==> config.mk <==
export PLATFORM = sky130hd
export DESIGN_NAME = branch_cmp_unit
export DESIGN_NICKNAME = d
export VERILOG_FILES = /design/src/rtl/branch_cmp_unit.sv
export SDC_FILE = /design/constraint.sdc
export NUM_CORES = 1
export LEC_CHECK = 0
export CAP_MARGIN = 5
export CORE_MARGIN = 4
export CORE_UTILIZATION = 29
export CTS_CLUSTER_DIAMETER = 60
export CTS_CLUSTER_SIZE = 28
export DETAILED_ROUTE_END_ITERATION = 12
export GPL_TIMING_DRIVEN = 0
export PLACE_DENSITY_LB_ADDON = 0.05
export SYNTH_ARGS = -nofsm -noshare
export SYNTH_HDL_FRONTEND = slang
export SYNTH_SLANG_ARGS = --single-unit
==> constraint.sdc <==
create_clock -name clk -period 4.2 [get_ports clk]
set_clock_uncertainty 0.05 [all_clocks]
set_input_delay 0.84 -clock clk [delete_from_list [all_inputs] [get_ports clk]]
set_output_delay 0.84 -clock clk [all_outputs]
set_load 0.05 [all_outputs]
==> src/rtl/branch_cmp_unit.sv <==
// branch_cmp_unit: multi-cycle MSB-first chunked comparator producing branch conditions over valid/ready
module branch_cmp_unit #(
    parameter int WIDTH = 32,
    parameter int CHUNK = 8
) (
    input  logic             clk,
    input  logic             rst,
    input  logic             in_valid,
    output logic             in_ready,
    input  logic [WIDTH-1:0] a,
    input  logic [WIDTH-1:0] b,
    input  logic [2:0]       mode,
    output logic             out_valid,
    input  logic             out_ready,
    output logic             result,
    output logic             eq_o,
    output logic             ltu_o,
    output logic             lts_o
);
    localparam int N  = WIDTH / CHUNK;
    localparam int IW = N > 1 ? $clog2(N) : 1;

    typedef enum logic [1:0] {IDLE, RUN, DONE} state_t;

    state_t           state;
    logic [WIDTH-1:0] a_r, b_r;
    logic [2:0]       mode_r;
    logic [IW-1:0]    idx;
    logic             decided, ltu_acc, sign_diff;
    logic [CHUNK-1:0] a_c, b_c;
    logic             dec_n, ltu_n, lts_n, res_n;

    // The first differing chunk from the MSB end fixes the unsigned ordering
    always_comb begin
        a_c   = a_r[int'(idx) * CHUNK +: CHUNK];
        b_c   = b_r[int'(idx) * CHUNK +: CHUNK];
        dec_n = decided | (a_c != b_c);
        ltu_n = decided ? ltu_acc : (a_c < b_c);
        lts_n = sign_diff ? a_r[WIDTH-1] : ltu_n;
        res_n = mode_r[2] ? ((mode_r[1] ? ltu_n : lts_n) ^ mode_r[0])
                          : (!mode_r[1] & (!dec_n ^ mode_r[0]));
    end

    always_ff @(posedge clk or posedge rst) begin
        if (rst) begin
            state     <= IDLE;
            in_ready  <= 1'b1;
            out_valid <= 1'b0;
            result    <= 1'b0;
            eq_o      <= 1'b0;
            ltu_o     <= 1'b0;
            lts_o     <= 1'b0;
            a_r       <= '0;
            b_r       <= '0;
            mode_r    <= '0;
            idx       <= '0;
            decided   <= 1'b0;
            ltu_acc   <= 1'b0;
            sign_diff <= 1'b0;
        end else begin
            case (state)
                IDLE: if (in_valid) begin
                    a_r       <= a;
                    b_r       <= b;
                    mode_r    <= mode;
                    idx       <= IW'(N - 1);
                    decided   <= 1'b0;
                    ltu_acc   <= 1'b0;
                    sign_diff <= a[WIDTH-1] ^ b[WIDTH-1];
                    in_ready  <= 1'b0;
                    state     <= RUN;
                end
                RUN: begin
                    decided <= dec_n;
                    ltu_acc <= ltu_n;
                    if (idx == '0) begin
                        eq_o      <= !dec_n;
                        ltu_o     <= ltu_n;
                        lts_o     <= lts_n;
                        result    <= res_n;
                        out_valid <= 1'b1;
                        state     <= DONE;
                    end else begin
                        idx <= idx - 1'b1;
                    end
                end
                DONE: if (out_ready) begin
                    out_valid <= 1'b0;
                    in_ready  <= 1'b1;
                    state     <= IDLE;
                end
                default: state <= IDLE;
            endcase
        end
    end
endmodule

==> report_table.html, run 1 <==
<table>
<tr><th>Metric</th><th>Value</th></tr>
<tr><th colspan="2">Cells and area</th></tr>
<tr><td>Most common library cell in the layout ignoring fill and taps</td><td>sky130_fd_sc_hd__dfrtp_1</td></tr>
<tr><td>Fin nets</td><td>about 440</td></tr>
<tr><td>Number of filler cells placed in the layout</td><td>1282</td></tr>
<tr><td>Synthesis-to-layout area growth</td><td>35.2%</td></tr>
<tr><td>Core Util, Final</td><td>roughly two fifths</td></tr>
<tr><td>Most used cells in the layout excluding fill and tap cells</td><td>sky130_fd_sc_hd__dfrtp_1 (79), sky130_fd_sc_hd__clkdlybuf4s50_1 (76), sky130_fd_sc_hd__mux2_2 (62)</td></tr>
<tr><td>Share of cells above drive strength 1</td><td>30.4%</td></tr>
<tr><td>N_diodes</td><td>0</td></tr>
<tr><td>Design area</td><td>5150 um2</td></tr>
<tr><th colspan="2">Worst setup path</th></tr>
<tr><td>WP data arrival</td><td>3140 ps</td></tr>
<tr><td>Critical path startpoint category</td><td>flip-flop</td></tr>
<tr><td>Critical path required time</td><td>4400 ps</td></tr>
<tr><td>Cell depth of the worst flop-to-flop path</td><td>8</td></tr>
<tr><td>CP Class</td><td>reg -&gt; reg</td></tr>
<tr><td>Origin of the critical flop-to-flop path</td><td>idx[0]$_DFFE_PP0P_</td></tr>
<tr><td>Crit. End Element</td><td>flip-flop</td></tr>
<tr><td>Critical path peak fanout</td><td>10</td></tr>
<tr><td>Worst reg2reg endpoint</td><td>ltu_acc$_DFFE_PP0P_</td></tr>
<tr><td>Setup slack of the worst register-to-register path</td><td>1260 ps</td></tr>
<tr><th colspan="2">Clock tree</th></tr>
<tr><td>Max Buffers Root-to-Sink</td><td>2</td></tr>
<tr><td>Cts hold-fix bufs</td><td>0</td></tr>
<tr><td>Post-CTS sizing</td><td>0</td></tr>
<tr><td>H-tree Lvls</td><td>3</td></tr>
<tr><td>Clock latency reported for the late side of the worst-skew pair</td><td>330 ps</td></tr>
<tr><td>CTS clk-pin slew, worst paths</td><td>60 ps</td></tr>
<tr><td>Number of buffers created by CTS</td><td>9</td></tr>
<tr><td>CTS tree</td><td>yes</td></tr>
<tr><td>Postcts setup bufs</td><td>0</td></tr>
<tr><td>Root Driver</td><td>sky130_fd_sc_hd__clkbuf_16</td></tr>
<tr><td>Number of clock sinks</td><td>80</td></tr>
<tr><th colspan="2">Logic synthesis</th></tr>
<tr><td>Synth Area in Compound Gates</td><td>5.10%</td></tr>
<tr><td>Share of synthesized area occupied by flip-flops and latches</td><td>a little over half</td></tr>
<tr><td>Count of different cell masters after synthesis</td><td>37</td></tr>
<tr><td>Synthesized-area fraction occupied by and/or/nand/nor cells</td><td>4.44%</td></tr>
<tr><td>Top area cells in the synthesized netlist</td><td>sky130_fd_sc_hd__dfrtp_1 (52%), sky130_fd_sc_hd__mux2_2 (18%), sky130_fd_sc_hd__mux4_2 (9.5%), sky130_fd_sc_hd__ha_1 (3.0%), sky130_fd_sc_hd__buf_6 (1.8%)</td></tr>
<tr><td>Share of the synthesized area in the top cell type</td><td>51.9%</td></tr>
<tr><td>Portion of netlist area occupied by mux cells</td><td>29.8%</td></tr>
<tr><td>Leading area contributor after synthesis</td><td>sky130_fd_sc_hd__dfrtp_1</td></tr>
<tr><td>Number of storage elements in the synthesis netlist</td><td>80</td></tr>
<tr><td>Netlist area before placement</td><td>3810 um2</td></tr>
<tr><td>Adder and majority gate portion of the synthesized area</td><td>2.96%</td></tr>
<tr><td>Combinational family with the most area after synthesis</td><td>multiplexers</td></tr>
<tr><td>Cells after Synth</td><td>between 200 and 300</td></tr>
<tr><td>Mean Syn Cell Area</td><td>14.1 um2</td></tr>
<tr><td>Ys Warns</td><td>0</td></tr>
<tr><td>Synthesized net count</td><td>349</td></tr>
<tr><td>Synth Area in XOR/XNOR</td><td>0.230%</td></tr>
<tr><th colspan="2">Place</th></tr>
<tr><td>Cell area after placement</td><td>4810 um2</td></tr>
<tr><td>Half-perimeter wire length after detailed placement</td><td>6470 um</td></tr>
<tr><td>Pre-CTS setup slack</td><td>1240 ps</td></tr>
<tr><td>Global placer's final weighted congestion</td><td>0.756</td></tr>
<tr><td># port buffers</td><td>76</td></tr>
<tr><th colspan="2">Floorplan</th></tr>
<tr><td>Die Y-Extent</td><td>~120 um</td></tr>
<tr><td>Top-level port count</td><td>77</td></tr>
<tr><td>Floorplan core area</td><td>12700 um2</td></tr>
<tr><td>Die Footprint</td><td>15000 um2</td></tr>
<tr><td>Site row count</td><td>41</td></tr>
<tr><td>Starting density of the core</td><td>29.9%</td></tr>
<tr><td>Die width</td><td>around 120 um</td></tr>
<tr><th colspan="2">Drt</th></tr>
<tr><td>Average detailed-routed wire length per instance</td><td>16.3 um</td></tr>
<tr><td>DRT iter0 DRCs</td><td>109</td></tr>
<tr><td>Vias</td><td>2409</td></tr>
<tr><td>Post-detailed-route count of antenna-violating nets</td><td>0</td></tr>
<tr><td>Final wirelength</td><td>8700 um</td></tr>
<tr><td>DRT Pass-1 Iters</td><td>4</td></tr>
<tr><td>Post-detailed-route via-to-cell ratio</td><td>4.51</td></tr>
<tr><td>Drt drc</td><td>0</td></tr>
<tr><th colspan="2">Global routing</th></tr>
<tr><td>Wire length of the first global-routing pass</td><td>14100 um</td></tr>
<tr><td>Antenna violations before repair</td><td>0</td></tr>
<tr><td>Maximum number of pins on one net before global-route repair</td><td>47</td></tr>
<tr><td>All-layer global routing usage</td><td>12.8%</td></tr>
<tr><td>Via count of the first global-routing pass</td><td>~2600</td></tr>
<tr><td>Total gr overflow</td><td>0</td></tr>
<tr><th colspan="2">Worst hold path</th></tr>
<tr><td>Type of the tightest min-delay check</td><td>reg -&gt; reg</td></tr>
<tr><td>Worst min-delay path endpoint</td><td>ltu_o$_DFFE_PP0P_</td></tr>
<tr><td>Critical hold path startpoint</td><td>ltu_o$_DFFE_PP0P_</td></tr>
<tr><td>WHS Path Cells</td><td>2</td></tr>
<tr><th colspan="2">Timing</th></tr>
<tr><td>Final Cycle Share</td><td>between 70% and 80%</td></tr>
<tr><td>Post-layout worst setup margin</td><td>approximately 1300 ps</td></tr>
<tr><td>Final min period</td><td>2940 ps</td></tr>
<tr><td>FMAX</td><td>340 MHz</td></tr>
<tr><td>Unrepaired setup endpoints after global routing</td><td>no</td></tr>
<tr><td>Slew Limit Headroom</td><td>66.6%</td></tr>
<tr><td>Worst Hold Margin</td><td>between 400 and 500 ps</td></tr>
<tr><td>Count of final max-slew check failures</td><td>0</td></tr>
<tr><td>Final setup fails</td><td>0</td></tr>
<tr><td>Worst Max-Slew Pin Slew</td><td>499 ps</td></tr>
<tr><td>Final Hold Violating Endpoints</td><td>0</td></tr>
<tr><th colspan="2">Power</th></tr>
<tr><td>Max VDD drop</td><td>about 0.23 mV</td></tr>
<tr><td>Cell leakage power</td><td>roughly 2.2 nW</td></tr>
<tr><td>Total power per unit cell area</td><td>roughly 760 nW/um2</td></tr>
<tr><th colspan="2">Run</th></tr>
<tr><td>Maxcap violations</td><td>0</td></tr>
<tr><th colspan="2">Run status</th></tr>
<tr><td>Status</td><td>finished clean</td></tr>
</table>
[power by group]
part / switching, W / internal [W]
Clock: 0.000298 / 0.000570
Combinational: 0.000777 / 0.000944
Sequential: 0.000191 / 0.00115
[routing by layer]
| metal | routed length [um] | global-route usage [%] | vias up |
|---|---|---|---|
| met5 | 0 | 0 | - |
| met4 | 74 | 3.57 | 0 |
| met3 | 352 | 4.15 | 4 |
| met2 | 4320 | 20.0 | 47 |
| met1 | 3950 | 17.0 | 1208 |
| li1 | - | - | 1150 |
[area by class of cell]
class | instances | area (um2) | area share [%]
Clock buffer | 14 | 274 | 5.32
Buffer | 13 | 121 | 2.36
Tap cell | 172 | 215 | 4.18
Inverter | 17 | 66.3 | 1.29
Multi-Input combinational cell | 159 | 1620 | 31.4
Sequential cell | 80 | 2000 | 38.9
Clock inverter | 2 | 60.1 | 1.17
Timing Repair Buffer | 77 | 788 | 15.3
[Yosys cell counts, drive strengths merged]
cell and n:
dfrtp 79, mux2 66, inv 17, mux4 16
nand2 13, buf 12, a21oi 10, ha 9
nor2 9, o21ai 6, nand2b 4, mux2i 3
o211ai 3, a21o 2, and2 2, o22ai 2
a211o 1, a21boi 1, a22o 1, a31oi 1
and4 1, and4b 1, clkbuf 1, dfstp 1
nand3 1, nand4 1, nor3 1, o2111a 1
o22a 1, o31a 1, or2 1, xnor2 1
[how the worst max path moves through the flow]
stage / endpoint / from / slack [ps]
2_1_floorplan: a_r[0]$_DFFE_PP0P_ / rst / 1260
3_3_place_gp: mode_r[0]$_DFFE_PP0P_ / rst / -290
3_5_place_dp: result$_DFFE_PP0P_ / idx[0]$_DFFE_PP0P_ / 1240
4_1_cts: result$_DFFE_PP0P_ / idx[0]$_DFFE_PP0P_ / 1230
5_1_grt: ltu_acc$_DFFE_PP0P_ / idx[0]$_DFFE_PP0P_ / 1020
6_report: ltu_acc$_DFFE_PP0P_ / idx[0]$_DFFE_PP0P_ / 1260
[critical path, cell delays in order (launching register included)]
cell,delay [ps]
sky130_fd_sc_hd__dfrtp_1,320
sky130_fd_sc_hd__buf_4,240
sky130_fd_sc_hd__buf_4,300
sky130_fd_sc_hd__mux4_2,540
sky130_fd_sc_hd__ha_1,330
sky130_fd_sc_hd__a211o_1,290
sky130_fd_sc_hd__a31oi_1,340
sky130_fd_sc_hd__a21boi_0,260
sky130_fd_sc_hd__o22ai_1,190
[state kept, by name, indices dropped and copies added (netlist names)]
| register | cells |
|---|---|
| result | 1 |
| mode_r | 3 |
| sign_diff | 1 |
| lts_o | 1 |
| out_valid | 1 |
| state | 2 |
| idx | 2 |
| b_r | 32 |
| eq_o | 1 |
| a_r | 32 |
| in_ready | 1 |
| decided | 1 |
| ltu_o | 1 |
| ltu_acc | 1 |
[logic make-up (layout without fill, tap and decap cells)]
kind of cell / count (synthesis) / count (layout)
AO/OA/AOI/OAI: 30 / 30
XOR/XNOR: 1 / 1
adder cells (fa/ha/maj): 9 / 9
buffers and inverters: 30 / 123
flip-flops: 80 / 80
multiplexers: 85 / 85
AND/OR/NAND/NOR: 34 / 34
[through the flow]
step / setup TNS, ps / std cells / total power (W)
finish: 0 / 534 / 0.00393
CTS: 0 / 534 / 0.00402
floorplan: 0 / 269 / 0.00264
global route: 0 / 534 / 0.00426
detailed placement: 0 / 518 / 0.00313
global placement: -22530 / 517 / 0.00310
(Power assumes the default switching activity.)
==> inputs of run 2 (changes only) <==
==> constraint.sdc (replaced) <==
create_clock -name clk -period 2.52 [get_ports clk]
set_clock_uncertainty 0.05 [all_clocks]
set_input_delay 0.504 -clock clk [delete_from_list [all_inputs] [get_ports clk]]
set_output_delay 0.504 -clock clk [all_outputs]
set_load 0.05 [all_outputs]
==> run 2 against run 1 <==
Worst hold slack better by 1.3 ps; non-clock buffer count up 6; sequential share of layout area down 0.91 points; via count up 1.3%; clock-buffer cell count down 2; fmax up 20%; clock power up 53%; routed wire length up 3.6%; largest cell class unchanged; largest power group unchanged; highest routed layer unchanged.
==> report_table.html, run 2 (same netlist as run 1, synthesis figures left out) <==
<table>
<tr><th>Metric</th><th>Value</th></tr>
<tr><th colspan="2">Cells and area</th></tr>
<tr><td>Share of cells above drive strength 1</td><td>33.8% (+3.4 points)</td></tr>
<tr><td>Multi-input combinational cell area</td><td>1680 um2 (+3.6%)</td></tr>
<tr><td>Most common library cell in the layout ignoring fill and taps</td><td>sky130_fd_sc_hd__dfrtp_1</td></tr>
<tr><td>Core Util, Final</td><td>41.4% (+0.97 points)</td></tr>
<tr><td>N_diodes</td><td>0 (unchanged)</td></tr>
<tr><td>Fin nets</td><td>443 (+1.4%)</td></tr>
<tr><td>Most used cells in the layout excluding fill and tap cells</td><td>sky130_fd_sc_hd__dfrtp_1 (79), sky130_fd_sc_hd__clkdlybuf4s50_1 (76), sky130_fd_sc_hd__mux2_2 (62)</td></tr>
<tr><td>Top Registers</td><td>a_r: 32 flops, b_r: 32 flops, mode_r: 3 flops</td></tr>
<tr><td>Design area</td><td>5270 um2 (+2.4%)</td></tr>
<tr><td>Synthesis-to-layout area growth</td><td>38.5%</td></tr>
<tr><td>Seq. cell area</td><td>2000 um2 (unchanged)</td></tr>
<tr><td>Number of filler cells placed in the layout</td><td>1253 (-2.3%)</td></tr>
<tr><th colspan="2">Floorplan</th></tr>
<tr><td>Die width</td><td>123 um (unchanged)</td></tr>
<tr><td>Starting density of the core</td><td>29.9% (unchanged)</td></tr>
<tr><td>Floorplan core area</td><td>12700 um2 (unchanged)</td></tr>
<tr><td>Die Footprint</td><td>15000 um2 (unchanged)</td></tr>
<tr><td>Top-level port count</td><td>77 (unchanged)</td></tr>
<tr><td>Site row count</td><td>41 (unchanged)</td></tr>
<tr><td>Die Y-Extent</td><td>123 um (unchanged)</td></tr>
<tr><th colspan="2">Clock tree</th></tr>
<tr><td>H-tree Lvls</td><td>3 (unchanged)</td></tr>
<tr><td>Clock latency reported for the late side of the worst-skew pair</td><td>330 ps (about the same)</td></tr>
<tr><td>CTS tree</td><td>yes</td></tr>
<tr><td>Number of buffers created by CTS</td><td>9 (unchanged)</td></tr>
<tr><td>Max Buffers Root-to-Sink</td><td>2 (unchanged)</td></tr>
<tr><td>Number of clock sinks</td><td>80 (unchanged)</td></tr>
<tr><td>Root Driver</td><td>sky130_fd_sc_hd__clkbuf_16</td></tr>
<tr><td>CTS clk-pin slew, worst paths</td><td>60 ps (about the same)</td></tr>
<tr><th colspan="2">Global routing</th></tr>
<tr><td>Maximum number of pins on one net before global-route repair</td><td>39 (-17%)</td></tr>
<tr><td>Total gr overflow</td><td>0 (unchanged)</td></tr>
<tr><td>All-layer global routing usage</td><td>13.0% (+0.26 points)</td></tr>
<tr><td>Global routing's busiest layer</td><td>met2</td></tr>
<tr><td>Met2 track demand over resource</td><td>21.2% (+1.2 points)</td></tr>
<tr><td>Wire length of the first global-routing pass</td><td>14500 um (+2.9%)</td></tr>
<tr><td>Antenna violations before repair</td><td>0 (unchanged)</td></tr>
<tr><td>Met1 usage in global routing</td><td>16.8% (-0.17 points)</td></tr>
<tr><td>Via count of the first global-routing pass</td><td>2732 (+4.1%)</td></tr>
<tr><td>Met3 track demand over resource in global routing</td><td>3.46% (-0.69 points)</td></tr>
<tr><th colspan="2">Worst setup path</th></tr>
<tr><td>Cell depth of the worst flop-to-flop path</td><td>9 (+1)</td></tr>
<tr><td>Largest stage delay, worst path</td><td>540 ps (about the same)</td></tr>
<tr><td>Critical Path Sink</td><td>result$_DFFE_PP0P_</td></tr>
<tr><td>Critical path startpoint category</td><td>flip-flop</td></tr>
<tr><td>Cells along the critical path</td><td>buf_12 -&gt; buf_12 -&gt; mux4_2 -&gt; ha_4 -&gt; a211o_1 -&gt; a31oi_4 -&gt; buf_4 -&gt; a21oi_1 -&gt; o211ai_1</td></tr>
<tr><td>Worst reg2reg endpoint</td><td>result$_DFFE_PP0P_</td></tr>
<tr><td>CP Class</td><td>reg -&gt; reg</td></tr>
<tr><td>Crit path launch</td><td>idx[0]$_DFFE_PP0P_</td></tr>
<tr><td>WP data arrival</td><td>2650 ps (-490 ps)</td></tr>
<tr><td>Setup slack of the worst register-to-register path</td><td>60 ps (-1200 ps)</td></tr>
<tr><td>Most frequent CP cell</td><td>sky130_fd_sc_hd__buf_12</td></tr>
<tr><td>Highest-delay cell along the critical path</td><td>sky130_fd_sc_hd__mux4_2</td></tr>
<tr><td>Critical path required time</td><td>2720 ps (-1680 ps)</td></tr>
<tr><td>Critical path peak fanout</td><td>8 (-2)</td></tr>
<tr><td>Crit. End Element</td><td>flip-flop</td></tr>
<tr><td>Origin of the critical flop-to-flop path</td><td>idx[0]$_DFFE_PP0P_</td></tr>
<tr><th colspan="2">Drt</th></tr>
<tr><td>Vias</td><td>2440 (+1.3%)</td></tr>
<tr><td>DRT iter0 DRCs</td><td>72 (-34%)</td></tr>
<tr><td>Average detailed-routed wire length per instance</td><td>16.7 um (+2.6%)</td></tr>
<tr><td>Drt drc</td><td>0 (unchanged)</td></tr>
<tr><td>Post-detailed-route via-to-cell ratio</td><td>4.53 (+0.35%)</td></tr>
<tr><td>DRT Pass-1 Iters</td><td>4 (unchanged)</td></tr>
<tr><td>Final wirelength</td><td>9010 um (+3.6%)</td></tr>
<tr><td>Post-detailed-route count of antenna-violating nets</td><td>0 (unchanged)</td></tr>
<tr><th colspan="2">Timing</th></tr>
<tr><td>Worst Max-Slew Pin Slew</td><td>523 ps (+23.8 ps)</td></tr>
<tr><td>Count of final max-slew check failures</td><td>0 (unchanged)</td></tr>
<tr><td>Final setup fails</td><td>0 (unchanged)</td></tr>
<tr><td>Unrepaired setup endpoints after global routing</td><td>yes</td></tr>
<tr><td>Final min period</td><td>2460 ps (-485 ps)</td></tr>
<tr><td>Slew Limit Headroom</td><td>65.1% (-1.6 points)</td></tr>
<tr><td>Post-layout worst setup margin</td><td>64.1 ps (-1200 ps)</td></tr>
<tr><td>Final Hold Violating Endpoints</td><td>0 (unchanged)</td></tr>
<tr><td>Final Cycle Share</td><td>97.5% (+27 points)</td></tr>
<tr><td>FMAX</td><td>407 MHz (+20%)</td></tr>
<tr><th colspan="2">Run</th></tr>
<tr><td>Maxcap violations</td><td>0 (unchanged)</td></tr>
<tr><th colspan="2">Place</th></tr>
<tr><td>Pre-CTS setup slack</td><td>-361 ps (-1600 ps)</td></tr>
<tr><td>Half-perimeter wire length after detailed placement</td><td>6670 um (+3.0%)</td></tr>
<tr><td># port buffers</td><td>76 (unchanged)</td></tr>
<tr><td>Global placer's final weighted congestion</td><td>0.749 (-0.94%)</td></tr>
<tr><td>Cell area after placement</td><td>4830 um2 (+0.36%)</td></tr>
<tr><th colspan="2">Run status</th></tr>
<tr><td>Status</td><td>finished clean</td></tr>
<tr><th colspan="2">Worst hold path</th></tr>
<tr><td>Type of the tightest min-delay check</td><td>reg -&gt; reg</td></tr>
<tr><th colspan="2">Power</th></tr>
<tr><td>Max VDD drop</td><td>0.401 mV (+76%)</td></tr>
<tr><td>Cell leakage power</td><td>2.21 nW (+1.6%)</td></tr>
<tr><td>Total power per unit cell area</td><td>1320 nW/um2 (+72%)</td></tr>
<tr><td>Total power consumption of the routed design</td><td>0.00693 W (+76%)</td></tr>
</table>
run 2: cell types whose count changed in the layout (fill, tap and decap cells not counted), moves of 2 or more:
cell	previous run	this run
sky130_fd_sc_hd__ha_1	9	6
sky130_fd_sc_hd__buf_2	2	0
sky130_fd_sc_hd__buf_12	0	4
sky130_fd_sc_hd__clkinv_2	0	2
sky130_fd_sc_hd__ha_4	0	3
sky130_fd_sc_hd__buf_4	4	7
sky130_fd_sc_hd__clkbuf_1	2	0
run 2: layer usage:
layer	vias to the layer above	wire length [um]
met5	-	0
met3	8	338
met1	1224	4130
met4	0	114
li1	1162	-
met2	46	4430
run 2: timing repair:
item	CTS	global route
pin swaps	0	9
cloned	0	0
gates resized for setup	14	7
setup endpoints to repair	5	4
hold buffers	0	0
setup buffers	3	2
run 2: per-stage QoR:
step | TNS (ps) | cells | hold slack, ps
floorplan | 0 | 269 | 402
global placement | -1750 | 517 | 416
detailed placement | -1430 | 519 | 421
CTS | 0 | 537 | 434
global route | -46.1 | 539 | 450
finish | 0 | 539 | 425
run 2: how the worst min path moves through the flow:
| stage | start | endpoint | slack (ps) | depth (start not counted) |
|---|---|---|---|---|
| after global routing | b_r[20]$_DFFE_PP0P_ | b_r[20]$_DFFE_PP0P_ | 450 | 1 |
| after global placement | ltu_o$_DFFE_PP0P_ | ltu_o$_DFFE_PP0P_ | 420 | 2 |
| final | ltu_o$_DFFE_PP0P_ | ltu_o$_DFFE_PP0P_ | 430 | 2 |
| after detailed placement | a_r[23]$_DFFE_PP0P_ | a_r[23]$_DFFE_PP0P_ | 420 | 1 |
| after CTS | a_r[23]$_DFFE_PP0P_ | a_r[23]$_DFFE_PP0P_ | 430 | 1 |
| after floorplan | a_r[23]$_DFFE_PP0P_ | a_r[23]$_DFFE_PP0P_ | 400 | 1 |
run 2: worst max-delay path, delay by kind of cell, from the launching register on:
kind | cells | cell delay (ps)
adders and majority gates | 1 | 250
AOI/OAI and AO/OA | 4 | 750
DFF | 1 | 370
buffers and inverters | 3 | 410
muxes | 1 | 540
run 2: power by group:
part           internal, W  switching [W]  total [W]
registers          0.00193       0.000330    0.00226
logic              0.00187        0.00147    0.00334
clock network     0.000839       0.000495    0.00133
total              0.00463        0.00230    0.00693
run 2: final cells by class:
class	instances	share of cell area [%]
Sequential cell	80	38.0
Clock buffer	12	5.06
Buffer	13	2.94
Inverter	17	1.28
Timing Repair Buffer	83	16.0
Clock inverter	3	0.760
Tap cell	172	4.08
Multi-Input combinational cell	159	31.8
